==> config.mk <==
export PLATFORM = sky130hd
export DESIGN_NAME = mem_stage
export DESIGN_NICKNAME = d
export VERILOG_FILES = /design/src/rtl/mem_stage.sv
export SDC_FILE = /design/constraint.sdc
export NUM_CORES = 1
export LEC_CHECK = 0
export CAP_MARGIN = 20
export CORE_MARGIN = 4
export CORE_UTILIZATION = 35
export DETAILED_ROUTE_END_ITERATION = 7
export PLACE_DENSITY = 0.71
export SLEW_MARGIN = 10
export SYNTH_ARGS = -nofsm -noshare
export SYNTH_HDL_FRONTEND = slang
export SYNTH_SLANG_ARGS = --single-unit
==> constraint.sdc <==
create_clock -name I_CLOCK -period 15.6 [get_ports I_CLOCK]
set_input_delay 1.56 -clock I_CLOCK [delete_from_list [all_inputs] [get_ports I_CLOCK]]
set_output_delay 1.56 -clock I_CLOCK [all_outputs]
set_load 0.1 [all_outputs]
==> src/rtl/mem_stage.sv <==
// Memory stage between Execute and Writeback: single-cycle pass-through for ALU/vector
// results, request/acknowledge data-memory access for LDW/STW with upstream stall and timeout abort.
module mem_stage #(
  parameter int REG_WIDTH      = 32,
  parameter int VREG_WIDTH     = 64,
  parameter int PC_WIDTH       = 32,
  parameter int IR_WIDTH       = 32,
  parameter int OPCODE_WIDTH   = 8,
  parameter int VREG_ID_WIDTH  = 6,
  parameter int TIMEOUT_CYCLES = 255,
  parameter logic [OPCODE_WIDTH-1:0] OP_LDW = 8'h50,
  parameter logic [OPCODE_WIDTH-1:0] OP_STW = 8'h54
) (
  input  logic                     I_CLOCK,
  input  logic                     I_RESET,
  input  logic                     I_LOCK,
  input  logic [OPCODE_WIDTH-1:0]  I_Opcode,
  input  logic [IR_WIDTH-1:0]      I_IR,
  input  logic [PC_WIDTH-1:0]      I_PC,
  input  logic [3:0]               I_DestRegIdx,
  input  logic [VREG_ID_WIDTH-1:0] I_DestVRegIdx,
  input  logic [REG_WIDTH-1:0]     I_DestValue,
  input  logic [VREG_WIDTH-1:0]    I_VecDestValue,
  input  logic [2:0]               I_CCValue,
  input  logic [REG_WIDTH-1:0]     I_MARValue,
  input  logic [REG_WIDTH-1:0]     I_MDRValue,
  input  logic                     I_EX_Valid,
  input  logic                     I_RegWEn,
  input  logic                     I_VRegWEn,
  input  logic                     I_CCWEn,
  output logic                     O_MemReq,
  output logic                     O_MemWrite,
  output logic [REG_WIDTH-1:0]     O_MemAddr,
  output logic [REG_WIDTH-1:0]     O_MemWData,
  input  logic                     I_MemAck,
  input  logic [REG_WIDTH-1:0]     I_MemRData,
  output logic                     O_MemStallSignal,
  output logic                     O_RegWEn_Signal,
  output logic                     O_VRegWEn_Signal,
  output logic                     O_CCWEn_Signal,
  output logic                     O_LOCK,
  output logic [OPCODE_WIDTH-1:0]  O_Opcode,
  output logic [IR_WIDTH-1:0]      O_IR,
  output logic [PC_WIDTH-1:0]      O_PC,
  output logic [3:0]               O_DestRegIdx,
  output logic [VREG_ID_WIDTH-1:0] O_DestVRegIdx,
  output logic [REG_WIDTH-1:0]     O_DestValue,
  output logic [VREG_WIDTH-1:0]    O_VecDestValue,
  output logic [2:0]               O_CCValue,
  output logic                     O_MEM_Valid,
  output logic                     O_RegWEn,
  output logic                     O_VRegWEn,
  output logic                     O_CCWEn,
  output logic                     O_MemError
);

  typedef enum logic [0:0] {ST_IDLE = 1'b0, ST_BUSY = 1'b1} state_t;

  localparam logic [7:0] TO_LAST_C = 8'(TIMEOUT_CYCLES - 1);

  state_t                   state_r;
  logic [7:0]               cnt_r;
  logic                     pend_ld_r;
  logic [OPCODE_WIDTH-1:0]  pend_opcode_r;
  logic [IR_WIDTH-1:0]      pend_ir_r;
  logic [PC_WIDTH-1:0]      pend_pc_r;
  logic [3:0]               pend_dreg_r;
  logic [VREG_ID_WIDTH-1:0] pend_dvreg_r;
  logic [REG_WIDTH-1:0]     pend_dval_r;
  logic [VREG_WIDTH-1:0]    pend_vdval_r;
  logic [2:0]               pend_cc_r;

  logic is_ldw_s;
  logic is_stw_s;
  logic mar_lo_unused_s;

  assign is_ldw_s        = (I_Opcode == OP_LDW);
  assign is_stw_s        = (I_Opcode == OP_STW);
  assign mar_lo_unused_s = ^I_MARValue[1:0];

  // Condition code of a loaded word, interpreted as signed: N=100, Z=010, P=001.
  function automatic logic [2:0] cc_of(input logic [REG_WIDTH-1:0] v);
    logic [2:0] cc;
    if (v[REG_WIDTH-1]) begin
      cc = 3'b100;
    end else if (v == {REG_WIDTH{1'b0}}) begin
      cc = 3'b010;
    end else begin
      cc = 3'b001;
    end
    return cc;
  endfunction

  assign O_MemStallSignal = (state_r == ST_BUSY) & ~I_MemAck;

  // Pending-write flags to Decode: the outstanding load while busy, otherwise the stage's own output.
  always_comb begin
    O_RegWEn_Signal  = O_RegWEn;
    O_VRegWEn_Signal = O_VRegWEn;
    O_CCWEn_Signal   = O_CCWEn;
    if (state_r == ST_BUSY) begin
      O_RegWEn_Signal  = pend_ld_r;
      O_VRegWEn_Signal = 1'b0;
      O_CCWEn_Signal   = pend_ld_r;
    end else begin
      O_RegWEn_Signal  = O_RegWEn;
      O_VRegWEn_Signal = O_VRegWEn;
      O_CCWEn_Signal   = O_CCWEn;
    end
  end

  // Stage state machine and registered Writeback bundle, updated on the falling edge.
  always_ff @(negedge I_CLOCK or posedge I_RESET) begin
    if (I_RESET) begin
      state_r        <= ST_IDLE;
      cnt_r          <= 8'd0;
      pend_ld_r      <= 1'b0;
      pend_opcode_r  <= '0;
      pend_ir_r      <= '0;
      pend_pc_r      <= '0;
      pend_dreg_r    <= 4'd0;
      pend_dvreg_r   <= '0;
      pend_dval_r    <= '0;
      pend_vdval_r   <= '0;
      pend_cc_r      <= 3'b000;
      O_MemReq       <= 1'b0;
      O_MemWrite     <= 1'b0;
      O_MemAddr      <= '0;
      O_MemWData     <= '0;
      O_LOCK         <= 1'b0;
      O_Opcode       <= '0;
      O_IR           <= '0;
      O_PC           <= '0;
      O_DestRegIdx   <= 4'd0;
      O_DestVRegIdx  <= '0;
      O_DestValue    <= '0;
      O_VecDestValue <= '0;
      O_CCValue      <= 3'b000;
      O_MEM_Valid    <= 1'b0;
      O_RegWEn       <= 1'b0;
      O_VRegWEn      <= 1'b0;
      O_CCWEn        <= 1'b0;
      O_MemError     <= 1'b0;
    end else begin
      O_MemError <= 1'b0;
      case (state_r)
        ST_IDLE: begin
          if (!I_LOCK) begin
            O_LOCK      <= 1'b0;
            O_MEM_Valid <= 1'b0;
            O_RegWEn    <= 1'b0;
            O_VRegWEn   <= 1'b0;
            O_CCWEn     <= 1'b0;
          end else if (I_EX_Valid && (is_ldw_s || is_stw_s)) begin
            pend_ld_r     <= is_ldw_s;
            pend_opcode_r <= I_Opcode;
            pend_ir_r     <= I_IR;
            pend_pc_r     <= I_PC;
            pend_dreg_r   <= I_DestRegIdx;
            pend_dvreg_r  <= I_DestVRegIdx;
            pend_dval_r   <= I_DestValue;
            pend_vdval_r  <= I_VecDestValue;
            pend_cc_r     <= I_CCValue;
            O_MemReq      <= 1'b1;
            O_MemWrite    <= is_stw_s;
            O_MemAddr     <= {I_MARValue[REG_WIDTH-1:2], 2'b00};
            O_MemWData    <= I_MDRValue;
            O_LOCK        <= 1'b1;
            O_MEM_Valid   <= 1'b0;
            O_RegWEn      <= 1'b0;
            O_VRegWEn     <= 1'b0;
            O_CCWEn       <= 1'b0;
            cnt_r         <= 8'd0;
            state_r       <= ST_BUSY;
          end else begin
            O_LOCK         <= 1'b1;
            O_Opcode       <= I_Opcode;
            O_IR           <= I_IR;
            O_PC           <= I_PC;
            O_DestRegIdx   <= I_DestRegIdx;
            O_DestVRegIdx  <= I_DestVRegIdx;
            O_DestValue    <= I_DestValue;
            O_VecDestValue <= I_VecDestValue;
            O_CCValue      <= I_CCValue;
            O_MEM_Valid    <= I_EX_Valid;
            O_RegWEn       <= I_RegWEn & I_EX_Valid;
            O_VRegWEn      <= I_VRegWEn & I_EX_Valid;
            O_CCWEn        <= I_CCWEn & I_EX_Valid;
          end
        end
        ST_BUSY: begin
          // Completion wins over timeout when the ack lands on the last allowed edge.
          if (I_MemAck) begin
            O_MemReq       <= 1'b0;
            O_LOCK         <= 1'b1;
            O_Opcode       <= pend_opcode_r;
            O_IR           <= pend_ir_r;
            O_PC           <= pend_pc_r;
            O_DestRegIdx   <= pend_dreg_r;
            O_DestVRegIdx  <= pend_dvreg_r;
            O_VecDestValue <= pend_vdval_r;
            O_DestValue    <= pend_ld_r ? I_MemRData : pend_dval_r;
            O_CCValue      <= pend_ld_r ? cc_of(I_MemRData) : pend_cc_r;
            O_MEM_Valid    <= 1'b1;
            O_RegWEn       <= pend_ld_r;
            O_VRegWEn      <= 1'b0;
            O_CCWEn        <= pend_ld_r;
            cnt_r          <= 8'd0;
            state_r        <= ST_IDLE;
          end else if (cnt_r == TO_LAST_C) begin
            O_MemReq    <= 1'b0;
            O_MemError  <= 1'b1;
            O_MEM_Valid <= 1'b0;
            O_RegWEn    <= 1'b0;
            O_VRegWEn   <= 1'b0;
            O_CCWEn     <= 1'b0;
            cnt_r       <= 8'd0;
            state_r     <= ST_IDLE;
          end else begin
            O_MEM_Valid <= 1'b0;
            O_RegWEn    <= 1'b0;
            O_VRegWEn   <= 1'b0;
            O_CCWEn     <= 1'b0;
            cnt_r       <= cnt_r + 8'd1;
          end
        end
        default: begin
          O_MemReq <= 1'b0;
          state_r  <= ST_IDLE;
        end
      endcase
    end
  end

endmodule
* Yosys cells after proc, flatten, opt, wreduce, memory -nomap -nowiden *
Index checks and enable logic that the tools add are counted.

storage, ports and cells
  register bits after elaboration = 442
  bits of input ports = 285
  output and inout bits = 257
  logic and storage cells = 125

cells by class
  add/sub/neg operators = 1
  equal/unequal tests = 8
  multiplexer cells = 74
  bitwise logic cells = 6
  reductions and logical operators = 7

operators by type and width
  kind                                                                     count
  32-bit 2-to-1 mux                                                        10
  64-bit 2-to-1 mux                                                        3
  32-bit one-hot mux with 2 select lines                                   3
  64-bit one-hot mux with 2 select lines                                   1
  8-bit 2-to-1 mux                                                         7
  32-bit zero test                                                         1
  8-bit one-hot mux with 2 select lines                                    2
  1-bit 2-to-1 mux                                                         26
  6-bit 2-to-1 mux                                                         3
  8-bit by 7-bit == test with 1-bit output, second input constant          2
  3-bit 2-to-1 mux                                                         5
  1-bit one-hot mux with 2 select lines                                    7
  4-bit 2-to-1 mux                                                         3
  6-bit one-hot mux with 2 select lines                                    1
  3-bit AND reduction                                                      3
  8-bit by 1-bit adder with 8-bit output, second input constant            1
  8-bit == test, second input constant                                     1
  2-bit inequality test, second input constant                             4
  4-bit one-hot mux with 2 select lines                                    1
  3-bit one-hot mux with 2 select lines                                    1
  1-bit bitwise AND                                                        4
  3-bit by 2-bit inequality test with 1-bit output, second input constant  1
  2-bit 2-to-1 mux                                                         1
  1-bit NOT                                                                2
  3 further kinds                                                          3

* Depth between registers and ports, before layout *
Gate-level depths: netlist (run 1).

  word-level depth = 6
  gate-level depth with buffers = 8
  mapped depth without buffers = 5

==> results of run 1 <==
[cell families after synthesis]
kind of cell / after synthesis
xor+xnor: 2
buf+inv: 118
mux: 449
flops: 442
other cells: 1
fa+ha+maj: 2
simple gates: 228
compound gates: 211
[registers in the layout (all words and copies together) (netlist names), 6 cells and up]
name / cells
O_VecDestValue: 64
pend_vdval_r: 64
O_DestValue: 32
O_IR: 32
O_MemWData: 32
O_PC: 32
pend_dval_r: 32
pend_ir_r: 32
pend_pc_r: 32
O_MemAddr: 30
O_Opcode: 8
cnt_r: 8
pend_opcode_r: 8
O_DestVRegIdx: 6
pend_dvreg_r: 6
[per-layer routing]
metal  routed length, um  up-vias  track usage [%]
met1               22600     6795             22.2
met2               27700      411             31.8
met3                3600      101             5.08
met4                1880        4             6.86
met5                  24        -                0
li1                    -     6222                -
[final timing paths]
path | startpoint | endpoint | slack, ns
max | state_r$_DFF_NP0_ | O_MemStallSignal | 3.12
min | pend_opcode_r[4]$_DFFE_NP0P_ | pend_opcode_r[4]$_DFFE_NP0P_ | 0.43
max reg2reg | state_r$_DFF_NP0_ | O_PC[30]$_DFFE_NP0P_ | 12.03
min reg2reg | pend_opcode_r[4]$_DFFE_NP0P_ | pend_opcode_r[4]$_DFFE_NP0P_ | 0.43
max in group asynchronous | I_RESET | pend_opcode_r[3]$_DFFE_NP0P_ | 4.72
min in group asynchronous | I_RESET | pend_vdval_r[53]$_DFFE_NP0P_ | 9.21
[power breakdown]
group	internal (uW)	switching, uW
Combinational	218	541
Clock	726	466
Sequential	1230	41.5
[worst reg2reg max path, cell delays in order, from the launching register on]
cell	delay [ns]
dfrtn_1	0.47
buf_4	0.46
nor2b_4	0.12
a21bo_4	0.54
buf_4	0.63
and2_4	0.27
buf_12	0.46
o21ai_1	0.42
[per-stage QoR]
step,power (uW),util (%)
after floorplan,1810,-
after global placement,2040,46.1
after detailed placement,2060,46.1
after CTS,3260,49.2
after global routing,3340,49.2
final,3230,49.2
[cell usage in the layout (no fill, tap or decap), types with 8 or more instances in the layout]
cell,count
clkdlybuf4s50_1,536
a21oi_1,38
nor2_1,36
nand3_1,148
mux2_2,241
clkbuf_16,51
clkbuf_8,13
nor4_1,8
o21ai_0,24
mux2i_1,179
buf_4,14
clkbuf_1,15
mux2_4,29
nand2_1,9
o21ai_1,130
dfrtn_1,442
[cell type report]
cell class / count / area share, %
clock inverters: 10 / 0.599
inverters: 7 / 0.113
clock buffers: 79 / 5.70
diodes: 6 / 0.0566
well taps: 696 / 3.28
flip-flops and latches: 442 / 41.7
repair buffers: 555 / 21.0
multi-input cells: 894 / 27.5
==> impl_metrics.toml, run 1 <==
[global_route]
grt_max_degree = 168
grt_pass1_wl_um = 86700
gr-total-overflow = 0
grt_usage_pct = 18.5
antenna_found_initial = 8
grt_pass1_vias = 14500

[clocking]
clkTransAtPathRegs_ns = 0.04
cts_max_level = 2
clockRootBuffer = "clkbuf_16"
post_cts_buffers = 0
clock_sinks = 442
clk-insertion-delay-late_ns = 0.57
cts_resized = 0
cts_hold_buf = 0
cts_buffer_depth = 3
cts_buffers = 49
cts_tree = "built"

[worst_setup_path]
worstPathCellList = "buf_4 > nand2b_1 > inv_1 > clkdlybuf4s50_1"
critPathRequiredTime_ns = 14.04
crit_buf_inv = 3
start_kind = "flip-flop"
crit_cells = 4
cp_slowest_cell = "clkdlybuf4s50_1"
crit_fanout = 32
critPathMaxStageDelay_ns = 1.18
r2r_cells = 7
cp_top_family = "buffers and inverters"
end_kind = "output pin"
critPathArrivalTime_ns = 10.92
critPathKind = "flip-flop to output pin"

[power_and_ir_drop]
p_leak_uw = 0.0116
power_density_mw_per_mm2 = 122
irDropWorstVdd_mv = 0.111

[finish]
regArea_mm2 = 0.0111
nNetsFinal = 2236
area_growth_pct = 38.9
stdcell_area_mm2 = 0.0265
n_fill_cell = 4727
fin_cells = 2689
layout-drive-gt1-share_pct = 18.8
multi_input_area_mm2 = 0.00730

[drt]
first_pass_iters = 7
wl_per_cell_um = 20.8
totalWireLength_um = 55800
first_iter_violations = 706
ant_nets = 0
routed_via_density = 5.03
drc = 0
num_vias = 13500

[floorplanning]
die_h_um = 242
rows = 85
core_mm2 = 0.0539
die_w_um = 242
dieArea_mm2 = 0.0584
start_util_pct = 35.4
boundaryPins = 542

[yosys]
synthXorXnorAreaFrac_pct = 0.0917
yosysMostFrequentCell = "dfrtn_1"
netlist_area_mm2 = 0.0191
ys_seq_elements = 442
synth_edf_count = 0
synthSimpleGateAreaFrac_pct = 6.14
synthFlopType = "dfrtn_1"
synth_cell_type_count = 46
ys_seq_area_share_pct = 57.9
postSynth.asyncResetShare_pct = 100
synthMuxAreaShare_pct = 25.9
synth_top_area_share_pct = 57.9
syn_area_per_cell_um2 = 13.1
yosys-top-cells-count = "dfrtn_1, mux2_2, mux2i_1"
syn_inst = 1453
synth.largest_area_cell = "dfrtn_1"
synth_area_leaders = "dfrtn_1, mux2_2, mux2i_1"
ys_warn_count = 0
synth_adder_area_share_pct = 0.131
synth_top_family_by_area = "multiplexers"
synth_compound_gate_area_share_pct = 5.85

[worst_hold_path]
hp-class = "flip-flop to flip-flop"
hold_depth = 1

[placed_design]
place_area_mm2 = 0.0248
numPortBuffers = 537
dp_slack_ns = 2.83
gp_congestion = 0.843
dp_hpwl_um = 37700
dpl.cell_count = 2594

[timing]
worst_slack_ns = 3.12
setup_viol = 0
holdWs_ns = 0.425
tns_ns = 0
slew_headroom_pct = 28.9
tightest_slew_ns = 1.06
finClkSkew_ns = 0.0231
rsz0062_at_grt = "no"
slew_violations = 0
hold_viol_final = 0

[outcome]
outcome = "completed"

[run]
maxCapViolations = 0
Power figures use the tool's default switching activity.
==> inputs of run 2 (changes only) <==
==> constraint.sdc (replaced) <==
create_clock -name I_CLOCK -period 11.67 [get_ports I_CLOCK]
set_input_delay 1.167 -clock I_CLOCK [delete_from_list [all_inputs] [get_ports I_CLOCK]]
set_output_delay 1.167 -clock I_CLOCK [all_outputs]
set_load 0.1 [all_outputs]
==> run 2 against run 1 <==
Compared with the run above:
- die area did not move
- global-route usage grew 0.13 points
- clock skew down 0.0044 ns
- clock power rose by 45%
- flip-flop and latch count stayed put
- sequential power grew 34%
- highest routed layer unchanged
==> impl_metrics.toml, run 2 (same netlist as run 1, synthesis figures left out) <==
[power_and_ir_drop]
p_leak_uw = 0.0117
p_seq_share_pct = 38.4
comb_power_share_pct = 22.9
power.switching_uw = 1440
netSwitchingFraction_pct = 32.4
irDropWorstVdd_mv = 0.145
internal-power_uw = 3000
pwr-share-clk_pct = 38.7
power_density_mw_per_mm2 = 166

[finish]
multi_input_area_mm2 = 0.00730
final_common_cell = "clkdlybuf4s50_1"
regArea_mm2 = 0.0111
mostFrequentLayoutCells = "clkdlybuf4s50_1, dfrtn_1, mux2_2, mux2i_1, nand3_1"
top_regs = "O_VecDestValue x64, pend_vdval_r x64"
nNetsFinal = 2242
n_fill_cell = 4642
area_growth_pct = 40.0
fin_cells = 2697
layout-drive-gt1-share_pct = 19.6
stdcell_area_mm2 = 0.0267

[placed_design]
numPortBuffers = 537
dpl.cell_count = 2599
gp_congestion = 0.817
place_area_mm2 = 0.0249
dp_slack_ns = 1.72
dp_hpwl_um = 37900

[worst_hold_path]
hp-class = "flip-flop to flip-flop"

[timing]
worst_slack_ns = 2.00
tightest_slew_ns = 1.07
rsz0062_at_grt = "no"
hold_viol_final = 0
slew_violations = 0
setup_viol = 0
slew_headroom_pct = 28.4
finClkSkew_ns = 0.0188

[worst_setup_path]
end_kind = "output pin"
crit_fanout = 7
start_kind = "flip-flop"
critPathArrivalTime_ns = 8.50
critPathKind = "flip-flop to output pin"
critPathRequiredTime_ns = 10.50

[floorplanning]
rows = 85
boundaryPins = 542
core_mm2 = 0.0539
dieArea_mm2 = 0.0584
die_h_um = 242
start_util_pct = 35.4
die_w_um = 242

[drt]
first_pass_iters = 4
totalWireLength_um = 55800
num_vias = 13700
ant_nets = 0
routed_via_density = 5.08
drc = 0
wl_per_cell_um = 20.7
first_iter_violations = 706

[global_route]
grt_pass1_wl_um = 87500
grt_usage_pct = 18.6
grt_pass1_vias = 14800
grt_max_degree = 127
antenna_found_initial = 6
gr-total-overflow = 0

[clocking]
clock_sinks = 442
cts_max_level = 2
cts_resized = 0
cts_tree = "built"
clk-insertion-delay-late_ns = 0.57
post_cts_buffers = 0
clockRootBuffer = "clkbuf_16"
cts_hold_buf = 0
cts_buffers = 50
cts_buffer_depth = 3
clkTransAtPathRegs_ns = 0.04

[run]
maxCapViolations = 0

[outcome]
outcome = "completed"
run 2: cell count changes in the layout (fill, tap and decap cells not counted), moves of 2 or more:
cell | previous run | this run
clkinv_8 | 0 | 2
clkbuf_1 | 15 | 7
buf_12 | 5 | 7
clkinv_2 | 3 | 9
bufinv_16 | 4 | 8
diode_2 | 6 | 4
buf_4 | 14 | 17
run 2: path summary, 6_finish.rpt:
kind,start,end,slack [ns],depth (start not counted)
setup / recovery,state_r$_DFF_NP0_,O_MemStallSignal,2.00,3
hold / removal,pend_opcode_r[6]$_DFFE_NP0P_,pend_opcode_r[6]$_DFFE_NP0P_,0.42,1
setup reg to reg,state_r$_DFF_NP0_,O_DestValue[19]$_DFFE_NP0P_,8.02,5
hold reg to reg,pend_opcode_r[6]$_DFFE_NP0P_,pend_opcode_r[6]$_DFFE_NP0P_,0.42,1
max in group asynchronous,I_RESET,O_MemAddr[7]$_DFFE_NP0P_,3.59,4
min in group asynchronous,I_RESET,pend_vdval_r[57]$_DFFE_NP0P_,6.84,2
run 2: final cells by class:
class	instances	area share [%]
Clock buffer	70	5.49
Antenna cell	4	0.0374
Clock inverter	24	1.35
Multi-Input combinational cell	894	27.3
Sequential cell	442	41.4
Tap cell	696	3.26
Inverter	7	0.112
Timing Repair Buffer	560	21.1
run 2: stage by stage:
stage	hold slack [ns]	utilization (%)	setup TNS, ns	power, uW
2_1_floorplan	0.395	-	-485.98	2420
3_3_place_gp	0.410	46.2	0	2740
3_5_place_dp	0.421	46.2	0	2750
4_1_cts	0.421	49.6	0	4490
5_1_grt	0.435	49.6	0	4590
6_report	0.419	49.6	0	4440
run 2: routing by layer:
metal | GRT usage, % | share of wire (%)
met1 | 22.4 | 40
met2 | 31.9 | 49
met3 | 5.48 | 7.4
met4 | 6.76 | 3.5
met5 | 0 | 0.048
run 2: power by group through the flow:
stage                     clock network [uW]  logic [uW]  registers, uW
final                                   1720        1020           1710
after global routing                    1820        1060           1720
after CTS                               1760        1020           1700
after detailed placement                   0        1020           1730
after global placement                     0        1010           1720
after floorplan                            0         178           2240
run 2: critical path, cell delays in order (launching register included):
cell and delay (ns):
dfrtn_1 0.54, nand2b_1 0.21, inv_1 0.15, clkdlybuf4s50_1 1.19
==> inputs of run 3 (changes only) <==
--- a/config.mk
+++ b/config.mk
@@ -9,7 +9,7 @@
 export CORE_MARGIN = 4
 export CORE_UTILIZATION = 35
 export DETAILED_ROUTE_END_ITERATION = 7
-export PLACE_DENSITY = 0.71
+export PLACE_DENSITY = 0.73
 export SLEW_MARGIN = 10
 export SYNTH_ARGS = -nofsm -noshare
 export SYNTH_HDL_FRONTEND = slang
==> constraint.sdc (replaced) <==
create_clock -name I_CLOCK -period 7.95 [get_ports I_CLOCK]
set_input_delay 0.795 -clock I_CLOCK [delete_from_list [all_inputs] [get_ports I_CLOCK]]
set_output_delay 0.795 -clock I_CLOCK [all_outputs]
set_load 0.1 [all_outputs]
==> run 3 against run 2 <==
Compared with the run above:
- clock-buffer cell count down 1
- register-to-register slack worse by 3.2 ns
- critical path depth down 2
- via count up 0.32%
- critical endpoint is now O_PC[31]
- largest cell class unchanged
==> impl_metrics.toml, run 3 (same netlist as run 1, synthesis figures left out) <==
[outcome]
outcome = "completed"

[global_route]
grt_usage_pct = 18.7
gr-total-overflow = 0
grt_max_degree = 149
antenna_found_initial = 7
grt_pass1_vias = 14900
grt_pass1_wl_um = 88000

[finish]
nNetsFinal = 2252
stdcell_area_mm2 = 0.0266
area_growth_pct = 39.4
final_common_cell = "clkdlybuf4s50_1"
layout-drive-gt1-share_pct = 20.0
mostFrequentLayoutCells = "clkdlybuf4s50_1, dfrtn_1, mux2_2, mux2i_1, nand3_1"
top_regs = "O_VecDestValue x64, pend_vdval_r x64"

[worst_setup_path]
critPathMaxStageDelay_ns = 1.23
crit_path_end = "O_PC[31]"
r2r_cells = 4
worstPathCellList = "clkdlybuf4s50_1"
crit_buf_inv = 1
r2r-end = "O_VecDestValue[44]$_DFFE_NP0P_"
cp_top_family = "buffers and inverters"
cp_slowest_cell = "clkdlybuf4s50_1"
startpoint = "O_PC[31]$_DFFE_NP0P_"
critPathArrivalTime_ns = 6.20
r2r_slack_ns = 4.86
critPathKind = "flip-flop to output pin"
start_kind = "flip-flop"
crit_cells = 1
reg2reg_from = "state_r$_DFF_NP0_"
crit_fanout = 2
end_kind = "output pin"
critPathRequiredTime_ns = 7.15

[worst_hold_path]
hp-class = "flip-flop to flip-flop"
hold_depth = 1

[floorplanning]
boundaryPins = 542
rows = 85
die_h_um = 242
core_mm2 = 0.0539
die_w_um = 242
dieArea_mm2 = 0.0584
start_util_pct = 35.4

[drt]
wl_per_cell_um = 20.8
first_iter_violations = 497
routed_via_density = 5.09
first_pass_iters = 4
totalWireLength_um = 56400
drc = 0
ant_nets = 0
num_vias = 13800

[clocking]
post_cts_buffers = 0
cts_max_level = 2
clkTransAtPathRegs_ns = 0.04
clock_sinks = 442
clockRootBuffer = "clkbuf_16"
cts_tree = "built"
cts_resized = 0
clk-insertion-delay-late_ns = 0.57
cts_hold_buf = 0
cts_buffer_depth = 3
cts_buffers = 49

[timing]
slew_headroom_pct = 23.9
setup_viol = 0
tightest_slew_ns = 1.14
hold_viol_final = 0
holdWs_ns = 0.422
slew_violations = 0
rsz0062_at_grt = "no"
finClkSkew_ns = 0.0165

[power_and_ir_drop]
power_density_mw_per_mm2 = 236
irDropWorstVdd_mv = 0.156
p_leak_uw = 0.0117

[placed_design]
gp_congestion = 0.837
dp_hpwl_um = 38500
place_area_mm2 = 0.0250
numPortBuffers = 537

[run]
maxCapViolations = 0
==> run 3: changes by cell type in the layout (fill, tap and decap cells not counted), sizes merged <==
cell           previous run  this run
buf                      24        41
clkdlybuf4s50           536       530
bufinv                    8         3
clkinv                   12        14
clkbuf                   70        69
==> run 3: through the flow <==
step	std cells	util (%)	total power [uW]	setup TNS (ns)	setup WS [ns]
floorplan	1454	-	3560	-1143.68	-2.59
global placement	2610	46.4	4020	0	0.833
detailed placement	2610	46.4	4050	0	0.822
CTS	2700	49.4	6360	0	0.900
global route	2703	49.4	6510	0	0.915
finish	2704	49.4	6280	0	0.956
==> run 3: area by class of cell <==
type / count / area (um^2)
Multi-Input combinational cell: 894 / 7300
Antenna cell: 4 / 10.0
Sequential cell: 442 / 11100
Timing Repair Buffer: 571 / 5740
Clock buffer: 69 / 1400
Fill cell: 4736 / 27300
Clock inverter: 21 / 218
Inverter: 7 / 30.0
Tap cell: 696 / 871
==> run 3: worst reg2reg max path, cell delays in order, from the launching register on <==
cell and delay [ns]:
dfrtn_1 0.74, buf_4 0.72, buf_4 0.83, mux2i_1 0.50, o21ai_1 0.12
==> run 3: how the worst min path moves through the flow <==
stage,to,slack [ns],from
after floorplan,pend_opcode_r[4]$_DFFE_NP0P_,0.40,pend_opcode_r[4]$_DFFE_NP0P_
after global placement,pend_opcode_r[4]$_DFFE_NP0P_,0.41,pend_opcode_r[4]$_DFFE_NP0P_
after detailed placement,pend_opcode_r[4]$_DFFE_NP0P_,0.41,pend_opcode_r[4]$_DFFE_NP0P_
after CTS,pend_opcode_r[4]$_DFFE_NP0P_,0.42,pend_opcode_r[4]$_DFFE_NP0P_
after global routing,pend_opcode_r[6]$_DFFE_NP0P_,0.44,pend_opcode_r[6]$_DFFE_NP0P_
final,pend_opcode_r[4]$_DFFE_NP0P_,0.42,pend_opcode_r[4]$_DFFE_NP0P_
==> run 3: per-layer routing <==
metal / wire length [um] / part of all wire (%) / vias to the layer above / GRT usage, %
met1: 21900 / 39 / 6947 / 22.2
met5: 47 / 0.083 / - / 0
met2: 28100 / 50 / 444 / 32.1
met4: 1940 / 3.4 / 6 / 6.86
met3: 4320 / 7.7 / 108 / 5.99
li1: - / - / 6248 / -
==> run 3: where the power goes <==
part	internal, uW	leakage, uW	switching [uW]
Combinational	433	0.00508	1070
Sequential	2420	0.00578	81.4
Clock	1330	0.000796	944
Total	4180	0.0117	2090
==> variant (settings of run 2) <==
Set the parameter `TIMEOUT_CYCLES` to 127 (it was 255).
--- a/src/rtl/mem_stage.sv
+++ b/src/rtl/mem_stage.sv
@@ -9,3 +9,3 @@
   parameter int VREG_ID_WIDTH  = 6,
-  parameter int TIMEOUT_CYCLES = 255,
+  parameter int TIMEOUT_CYCLES = 127,
   parameter logic [OPCODE_WIDTH-1:0] OP_LDW = 8'h50,
Check against the original RTL: not settled (the Yosys comparison gave no result); the edit may change what the design does.
==> variant against run 2 <==
Power decreased by 4.4%; final area shrank 0.84%; sequential cell count did not move; largest cell class unchanged; routed wire length fell by 0.76%; setup slack lost 0.46 ns; area after synthesis is essentially flat; non-clock buffer count stayed put.
==> variant: results (changes against run 2) <==
\begin{tabular}{lr}
\hline
Metric & Value \\
\hline
\multicolumn{2}{l}{\textbf{GRT}} \\
\quad Number of global-route vias before repair & 14635 (-1.2\%) \\
\quad Initial antenna violation count & 8 (+2) \\
\quad Global routing usage summed across all routing layers & 18.6\% (+0.019 points) \\
\quad Largest net degree at the start of global routing & 134 (+5.5\%) \\
\multicolumn{2}{l}{\textbf{Logic synthesis}} \\
\quad Synth top area cells & sky130\_fd\_sc\_hd\_\_dfrtn\_1 58\%, sky130\_fd\_sc\_hd\_\_mux2\_2 14\%, sky130\_fd\_sc\_hd\_\_mux2i\_1 9.4\%, sky130\_fd\_sc\_hd\_\_nand3\_1 3.9\%, sky130\_fd\_sc\_hd\_\_o21ai\_1 3.4\% \\
\quad Prevailing post-synth register cell & sky130\_fd\_sc\_hd\_\_dfrtn\_1 \\
\quad Seq/Total Area, Yosys & 57.9\% (about the same) \\
\multicolumn{2}{l}{\textbf{Worst setup path}} \\
\quad Highest net fanout along the worst path & 17 (+10) \\
\quad Setup slack of the most critical reg-to-reg path & 8.39 ns (+0.37 ns) \\
\quad Arrival @ worst endpoint & 8.96 ns (+0.46 ns) \\
\multicolumn{2}{l}{\textbf{STA}} \\
\quad Final critical-path setup slack & 1.54 ns (-0.462 ns) \\
\quad Transition time at the pin with the least slew margin & 1.12 ns (+0.0451 ns) \\
\quad Worst-case clock skew & 0.0125 ns (-0.00623 ns) \\
\quad Hold Worst Slack & 0.420 ns (+0.00111 ns) \\
\multicolumn{2}{l}{\textbf{Cells and area}} \\
\quad Fill cell count & 4712 (+1.5\%) \\
\quad Proportion of layout cells with a drive suffix above 1 & 18.7\% (-0.88 points) \\
\multicolumn{2}{l}{\textbf{Routing}} \\
\quad Routed wirelength normalized by instance count & 20.6 µm (-0.69\%) \\
\quad Routed wire length & 55400 µm (-0.76\%) \\
\quad Initial detailed-routing violation count & 579 (-18\%) \\
\quad Ratio of routed vias to standard cells & 5.05 (-0.58\%) \\
\multicolumn{2}{l}{\textbf{Power and ir drop}} \\
\quad PwrDens & 160 nW/µm² (-3.6\%) \\
\quad Leak Pwr & 11.6 nW (-1.0\%) \\
\quad IR Drop Worst-Case VDD & 0.117 mV (-19\%) \\
\multicolumn{2}{l}{\textbf{Status}} \\
\quad Run status & finished clean \\
\multicolumn{2}{l}{\textbf{Clock tree}} \\
\quad CTS Buffer Depth & 3 (unchanged) \\
\quad Number of buffers inserted during clock tree synthesis & 49 (-2.0\%) \\
\multicolumn{2}{l}{\textbf{Placed design}} \\
\quad Routability congestion estimate from global placement & 0.846 (+3.5\%) \\
\quad Instance area at placement & 24900 µm² (about the same) \\
\quad Post-Place Cells & 2603 (+0.15\%) \\
\quad Worst slack, placed & 1.95 ns (+0.223 ns) \\
\hline
\end{tabular}
## variant: changes by cell type in the layout (fill, tap and decap cells not counted), moves of 3 or more
cell	before	now
sky130_fd_sc_hd__clkbuf_1	7	18
sky130_fd_sc_hd__bufinv_16	8	3
sky130_fd_sc_hd__o21bai_1	3	0
sky130_fd_sc_hd__nand2_1	9	12
sky130_fd_sc_hd__o21ai_0	24	29
sky130_fd_sc_hd__clkinv_2	9	4
## variant: cell type report
type	count	share of cell area (%)
well taps	696	3.29
diodes	4	0.0378
multi-input cells	898	27.6
repair buffers	560	21.3
flip-flops and latches	442	41.7
clock buffers	78	5.45
clock inverters	9	0.477
inverters	8	0.127
## variant: worst paths after layout
| kind | start | end | cells after the start |
|---|---|---|---|
| min in group asynchronous | I_RESET | O_PC[1]$_DFFE_NP0P_ | 2 |
| worst max register to register | state_r$_DFF_NP0_ | O_PC[2]$_DFFE_NP0P_ | 6 |
| max in group asynchronous | I_RESET | pend_ir_r[20]$_DFFE_NP0P_ | 4 |
| worst min-delay path | pend_opcode_r[6]$_DFFE_NP0P_ | pend_opcode_r[6]$_DFFE_NP0P_ | 1 |
| worst min register to register | pend_opcode_r[6]$_DFFE_NP0P_ | pend_opcode_r[6]$_DFFE_NP0P_ | 1 |
| worst max-delay path | state_r$_DFF_NP0_ | O_MemStallSignal | 3 |
## variant: power breakdown
part	internal, mW	switching [mW]	total (mW)	leakage (nW)
Clock	0.909	0.610	1.52	0.767
Combinational	0.293	0.722	1.01	5.02
Sequential	1.65	0.0561	1.71	5.78
## variant: cells by family (layout without fill, tap and decap cells)
group	after synthesis	in the layout	synth area share, %
XOR/XNOR	2	2	0.0917
AO/OA/AOI/OAI	213	213	5.85
other	1	6	0.0196
multiplexers	449	449	25.9
adder cells (fa/ha/maj)	2	2	0.131
AND/OR/NAND/NOR	230	230	6.15
buffers and inverters	119	655	4.01
flip-flops	442	442	57.9
## variant: metal layers
layer	vias up	routed length, µm	global-route usage (%)	share of wire (%)
li1	6236	-	-	-
met1	6826	22300	22.6	40
met2	444	27000	31.0	49
met3	105	4110	6.16	7.4
met4	8	1940	7.00	3.5
met5	-	46	0	0.083
## variant: through the flow
stage	total power [mW]	setup TNS, ns
global route	4.41	0
floorplan	2.42	-485.98
global placement	2.74	0
finish	4.24	0
CTS	4.30	0
detailed placement	2.75	0
## variant: worst max-delay path, stage by stage, from the launching register on
cell and delay (ns):
sky130_fd_sc_hd__dfrtn_1 0.92, sky130_fd_sc_hd__nand2b_1 0.31, sky130_fd_sc_hd__inv_1 0.14, sky130_fd_sc_hd__clkdlybuf4s50_1 1.18
